--- src/rtl/rc5_pkg.sv ---
// Shared RC5-16 types and constants for the key-schedule engine and its consumers.
package rc5_pkg;

    typedef logic [15:0] word_t;

    // Magic constants for 16-bit words: Odd((e-2)*2^16) and Odd((phi-1)*2^16)
    localparam word_t P16 = 16'hB7E1;
    localparam word_t Q16 = 16'h9E37;

    localparam int MAX_ROUNDS  = 16;
    localparam int NUM_SUBKEYS = 2 * (MAX_ROUNDS + 1);

    // Counter width wide enough for the largest mix count, 3*34 = 102
    localparam int CNT_W = 7;

    typedef enum logic [1:0] {
        ST_IDLE,
        ST_INIT,
        ST_MIX,
        ST_DONE
    } state_t;

    // Round counts above the supported maximum saturate rather than wrap
    function automatic logic [4:0] clamp_rounds(input logic [4:0] r);
        return (r > 5'(MAX_ROUNDS)) ? 5'(MAX_ROUNDS) : r;
    endfunction

endpackage

--- src/rtl/rotl.sv ---
// 16-bit left rotate by a 0..15 amount, purely combinational.
module rotl
    import rc5_pkg::*;
(
    input  word_t       data_i,
    input  logic [3:0]  n_i,
    output word_t       data_o
);

    logic [31:0] w_dbl;

    // Shifting a doubled copy leaves the rotated word in the upper half
    assign w_dbl  = {data_i, data_i} << n_i;
    assign data_o = w_dbl[31:16];

endmodule

--- src/rtl/rc5_key_expand.sv ---
// RC5-16 key schedule: expands a secret key into S[0:33] over INIT and MIX passes
// and holds the finished table, flagged by keys_valid, until the next request.
module rc5_key_expand
    import rc5_pkg::*;
#(
    parameter int KEY_BYTES = 16
) (
    input  logic                    clk,
    input  logic                    rst,
    input  logic                    start,
    input  logic [8*KEY_BYTES-1:0]  key,
    input  logic [4:0]              num_rounds,
    output word_t                   subkeys [NUM_SUBKEYS],
    output logic                    keys_valid,
    output logic                    busy
);

    localparam int C        = (KEY_BYTES + 1) / 2;
    localparam int PAD_BITS = 16 * C - 8 * KEY_BYTES;
    localparam int LIDX_W   = (C > 1) ? $clog2(C) : 1;

    state_t                 r_state;
    word_t                  r_s [NUM_SUBKEYS];
    word_t                  r_l [C];
    word_t                  r_a;
    word_t                  r_b;
    word_t                  r_init_word;
    logic [5:0]             r_i;
    logic [LIDX_W-1:0]      r_j;
    logic [CNT_W-1:0]       r_cnt;
    logic [CNT_W-1:0]       r_t;
    logic [CNT_W-1:0]       r_n;
    logic                   r_keys_valid;
    logic                   r_busy;

    logic [16*C-1:0]        w_key_pad;
    word_t                  w_key_words [C];
    logic [4:0]             w_rc;
    logic [CNT_W-1:0]       w_t;
    logic [CNT_W-1:0]       w_m;
    logic [CNT_W-1:0]       w_n;
    word_t                  w_a_sum;
    word_t                  w_a_new;
    word_t                  w_ab;
    word_t                  w_b_sum;
    word_t                  w_b_new;
    logic                   w_i_last;
    logic                   w_j_last;

    // An odd byte count leaves the top byte of the last key word zero
    generate
        if (PAD_BITS > 0) begin : g_pad
            assign w_key_pad = {{PAD_BITS{1'b0}}, key};
        end else begin : g_nopad
            assign w_key_pad = key;
        end
    endgenerate

    // Little-endian packing: L[i] = {byte 2i+1, byte 2i}
    generate
        for (genvar gi = 0; gi < C; gi++) begin : g_key_words
            assign w_key_words[gi] = w_key_pad[16*gi +: 16];
        end
    endgenerate

    // t = 2*(r+1) and N = 3*max(t, C); the x3 is a shift-add
    assign w_rc = clamp_rounds(num_rounds);
    assign w_t  = {1'b0, w_rc, 1'b0} + 7'd2;
    assign w_m  = (w_t > 7'(C)) ? w_t : 7'(C);
    assign w_n  = w_m + {w_m[CNT_W-2:0], 1'b0};

    // One mixing step: A-path rotates by 3, B-path by the low nibble of A'+B
    assign w_a_sum = r_s[r_i] + r_a + r_b;
    assign w_ab    = w_a_new + r_b;
    assign w_b_sum = r_l[r_j] + w_ab;

    rotl u_rotl_a (
        .data_i (w_a_sum),
        .n_i    (4'd3),
        .data_o (w_a_new)
    );

    rotl u_rotl_b (
        .data_i (w_b_sum),
        .n_i    (w_ab[3:0]),
        .data_o (w_b_new)
    );

    assign w_i_last = ({1'b0, r_i} == (r_t - 7'd1));
    assign w_j_last = (r_j == LIDX_W'(C - 1));

    // Sequencer and datapath: latch on start, fill S, mix, then hold
    always_ff @(posedge clk) begin
        if (rst) begin
            r_state      <= ST_IDLE;
            for (int k = 0; k < NUM_SUBKEYS; k++) r_s[k] <= '0;
            for (int k = 0; k < C; k++) r_l[k] <= '0;
            r_a          <= '0;
            r_b          <= '0;
            r_init_word  <= '0;
            r_i          <= '0;
            r_j          <= '0;
            r_cnt        <= '0;
            r_t          <= '0;
            r_n          <= '0;
            r_keys_valid <= 1'b0;
            r_busy       <= 1'b0;
        end else begin
            case (r_state)
                ST_IDLE, ST_DONE: begin
                    if (start) begin
                        for (int k = 0; k < C; k++) r_l[k] <= w_key_words[k];
                        for (int k = 0; k < NUM_SUBKEYS; k++) r_s[k] <= '0;
                        r_t          <= w_t;
                        r_n          <= w_n;
                        r_init_word  <= P16;
                        r_cnt        <= '0;
                        r_keys_valid <= 1'b0;
                        r_busy       <= 1'b1;
                        r_state      <= ST_INIT;
                    end
                end
                ST_INIT: begin
                    r_s[r_cnt[5:0]] <= r_init_word;
                    r_init_word     <= r_init_word + Q16;
                    if (r_cnt == r_t - 7'd1) begin
                        r_a     <= '0;
                        r_b     <= '0;
                        r_i     <= '0;
                        r_j     <= '0;
                        r_cnt   <= '0;
                        r_state <= ST_MIX;
                    end else begin
                        r_cnt <= r_cnt + 7'd1;
                    end
                end
                ST_MIX: begin
                    // After the last iteration one extra cycle passes before
                    // the table is flagged, so latency is 1 + t + N edges
                    if (r_cnt == r_n) begin
                        r_keys_valid <= 1'b1;
                        r_busy       <= 1'b0;
                        r_state      <= ST_DONE;
                    end else begin
                        r_s[r_i] <= w_a_new;
                        r_l[r_j] <= w_b_new;
                        r_a      <= w_a_new;
                        r_b      <= w_b_new;
                        r_i      <= w_i_last ? 6'd0 : r_i + 6'd1;
                        r_j      <= w_j_last ? '0 : r_j + LIDX_W'(1);
                        r_cnt    <= r_cnt + 7'd1;
                    end
                end
                default: r_state <= ST_IDLE;
            endcase
        end
    end

    // The table is exposed live; consumers must gate on keys_valid
    generate
        for (genvar gi = 0; gi < NUM_SUBKEYS; gi++) begin : g_out
            assign subkeys[gi] = r_s[gi];
        end
    endgenerate

    assign keys_valid = r_keys_valid;
    assign busy       = r_busy;

endmodule

--- config.mk ---
export PLATFORM = sky130hd
export DESIGN_NAME = rc5_key_expand
export DESIGN_NICKNAME = d
export VERILOG_FILES = /design/src/rtl/rc5_pkg.sv /design/src/rtl/rotl.sv /design/src/rtl/rc5_key_expand.sv
export SDC_FILE = /design/constraint.sdc
export NUM_CORES = 2
export LEC_CHECK = 0
export ABC_AREA = 1
export CAP_MARGIN = 20
export CORE_UTILIZATION = 56
export DETAILED_ROUTE_END_ITERATION = 8
export PLACE_DENSITY_LB_ADDON = 0.1
export RECOVER_POWER = 50
export SKIP_CTS_REPAIR_TIMING = 1
export SLEW_MARGIN = 30
export SYNTH_ARGS = -nofsm -noshare
export SYNTH_HDL_FRONTEND = slang
export SYNTH_SLANG_ARGS = --single-unit
--- constraint.sdc ---
create_clock -name clk -period 9.15 [get_ports clk]
set_input_delay 1.83 -clock clk [delete_from_list [all_inputs] [get_ports clk]]
set_output_delay 1.83 -clock clk [all_outputs]
set_load 0.1 [all_outputs]
==> impl_metrics.env <==
export IMPL_status="complete, but fails checks"
export IMPL_failed_checks="max-capacitance violations, max-slew violations"
export IMPL_clock_sinks=1241
export IMPL_synth_fp_nets=5834
export IMPL_finalHoldViolations=0
export IMPL_worstPathArrival_ns=9.44
export IMPL_cts_tree="done"
export IMPL_num_fill_cells=7559
export IMPL_dieArea_mm2=0.1038
export IMPL_maxSlewHeadroom_pct=-147.5
export IMPL_fmax_ghz=0.1141
export IMPL_start_util_pct=56.44
export IMPL_antenna_left=0
export IMPL_cts_root_buffer="clkbuf_16"
export IMPL_grt_ovfl_total=0
export IMPL_setup_viol=0
export IMPL_die_h_um=322.2
export IMPL_synth_edf_count=1152
export IMPL_cp_slowest_cell="dfxtp_4"
export IMPL_seq_area_mm2=0.03639
export IMPL_grt_usage_pct=45.80
export IMPL_netlist_area_mm2=0.05743
export IMPL_vias=51400
export IMPL_fin_skew_ns=0.03394
export IMPL_gp_congestion=1.069
export IMPL_path_buf_inv=6
export IMPL_final_nets=6456
export IMPL_yosysSeqAreaShare_pct=63.34
export IMPL_io_pins=682
export IMPL_drive_gt1_share_pct=9.582
export IMPL_wl_um=246200
export IMPL_final_common_cell="nor2_1"
export IMPL_std_cell_rows=117
export IMPL_core_mm2=0.1017
export IMPL_max_stage_delay_ns=0.51
export IMPL_async_reset_ff_share_pct=0
export IMPL_insertion_delay_ns=0.79
export IMPL_tns_ns=0
export IMPL_critPathTopFamily="compound AO/OA/AOI/OAI gates"
export IMPL_crit_top_cell="nand2_1"
export IMPL_multi_input_area_mm2=0.01918
export IMPL_worst_pin_slew_ns=3.713
export IMPL_routedWlPerCell_um=31.87
export IMPL_synthCells=5619
export IMPL_antenna_found_initial=21
export IMPL_syn_avg_cell_area_um2=10.22
export IMPL_grt_start_max_net_pins=110
export IMPL_ys_ff_latch=1241
export IMPL_routed_via_density=6.655
export IMPL_dp_hpwl_um=170200
export IMPL_grt_pass1_vias=46250
export IMPL_cts_buffers=133
export IMPL_port_buffer_count=681
export IMPL_fp_dieW_um=322.2
export IMPL_endpoint_kind="register"
export IMPL_mostFrequentLayoutCells="nor2_1, edfxtp_1, o21ai_0"
export IMPL_ys_flop_type="edfxtp_1"
export IMPL_required_ns=9.83
export IMPL_fin_crit_ns=8.763
export IMPL_drt_iter0_drc=8775
export IMPL_period_share_pct=95.77
export IMPL_dr_pass1_iters=7
export IMPL_synth_cell_types=56
export IMPL_ctsLongestPathBuffers=3
export IMPL_grt_pass1_wl_um=334700
export IMPL_drv_cap=17
export IMPL_worstSetupPathType="register to register"
export IMPL_cts_htree_levels=4
export IMPL_cts_clk_slew_worst_paths_ns=0.06
export IMPL_area_delta_synth_final_pct=23.22
export IMPL_synth_warnings=0
export IMPL_cp_start_kind="register"
export IMPL_drv_slew=120
export IMPL_cp_max_fo=22
export IMPL_hold_class="register to register"
export IMPL_remaining_drc_errors=0
[worst register-to-register path, delay by kind of cell, from the launching register on]
kind / cells / cell delay, ns
buffers and inverters: 6 / 0.81
xor gates and xnor gates: 2 / 0.40
AOI/OAI and AO/OA: 14 / 2.61
DFF: 1 / 0.51
adders and majority gates: 6 / 1.94
and+or+nand+nor: 22 / 2.42
[final cells by class]
class,instances,share of cell area (%)
Clock inverter,76,1.006
Antenna cell,11,0.03890
Timing Repair Buffer,879,11.81
Clock buffer,163,5.009
Timing Repair inverter,2,0.03183
Multi-Input combinational cell,3782,27.11
Sequential cell,1241,51.43
Inverter,202,1.139
Tap cell,1368,2.419
[cell families after synthesis]
kind of cell,Yosys count,share of synthesized area [%]
AOI/OAI and AO/OA,1222,12.00
xor gates and xnor gates,54,0.8236
adders and majority gates,79,1.970
buffers and inverters,596,4.114
DFF,1241,63.34
muxes,1,0.01743
other,1,0.006530
and+or+nand+nor,2425,17.73
[stage by stage]
stage | utilization (%) | instance area, um^2 | worst slack (ns) | hold slack [ns] | cells
global placement | 65.04 | 66170 | 0.1288 | 0.4558 | 7455
CTS | 69.01 | 70210 | 0.04782 | 0.4683 | 7694
floorplan | - | 57430 | 1.122 | 0.4308 | 5619
detailed placement | 64.83 | 65950 | 0.07049 | 0.4591 | 7455
global route | 69.53 | 70740 | -0.0006892 | 0.4746 | 7716
finish | 69.55 | 70760 | 0.3870 | 0.4636 | 7724
[cell usage after synthesis (all sizes together), types with 60 or more instances]
master	instances	area share, %
nand2	583	4.0
clkbuf	329	2.2
buf	65	0.64
dfxtp	89	3.1
edfxtp	1152	60
a21oi	127	1.1
ha	60	1.3
inv	190	1.2
nand3	497	4.3
o21ai	689	6.0
o22ai	277	3.0
nor2	1308	8.9
[layer usage]
| metal | wire, um | up-vias | track usage (%) |
|---|---|---|---|
| met2 | 106500 | 4681 | 67.43 |
| met5 | 135 | - | 0 |
| met3 | 38290 | 899 | 14.10 |
| met4 | 17900 | 20 | 27.50 |
| met1 | 83320 | 24630 | 59.72 |
| li1 | - | 21170 | - |
[path summary, 6_finish.rpt]
check / start / cells past startpoint / to / slack [ns]
max: register / 50 / r_b[2] / 0.39
min: keys_valid / 2 / keys_valid / 0.46
max reg2reg: register / 50 / r_b[2] / 0.39
min reg2reg: keys_valid / 2 / keys_valid / 0.46
[registers in the layout, indices dropped and copies added (netlist names), named ones only]
signal,cells
r_s,1024
r_l,128
r_a,16
r_b,16
r_init_word,16
r_cnt,7
r_i,6
r_n,6
r_t,6
r_j,3
r_state,2
busy,1
keys_valid,1
Power is left out: the tool's default activity adds up to more than one toggle a clock period on the data nets, which glitch-free logic cannot reach.
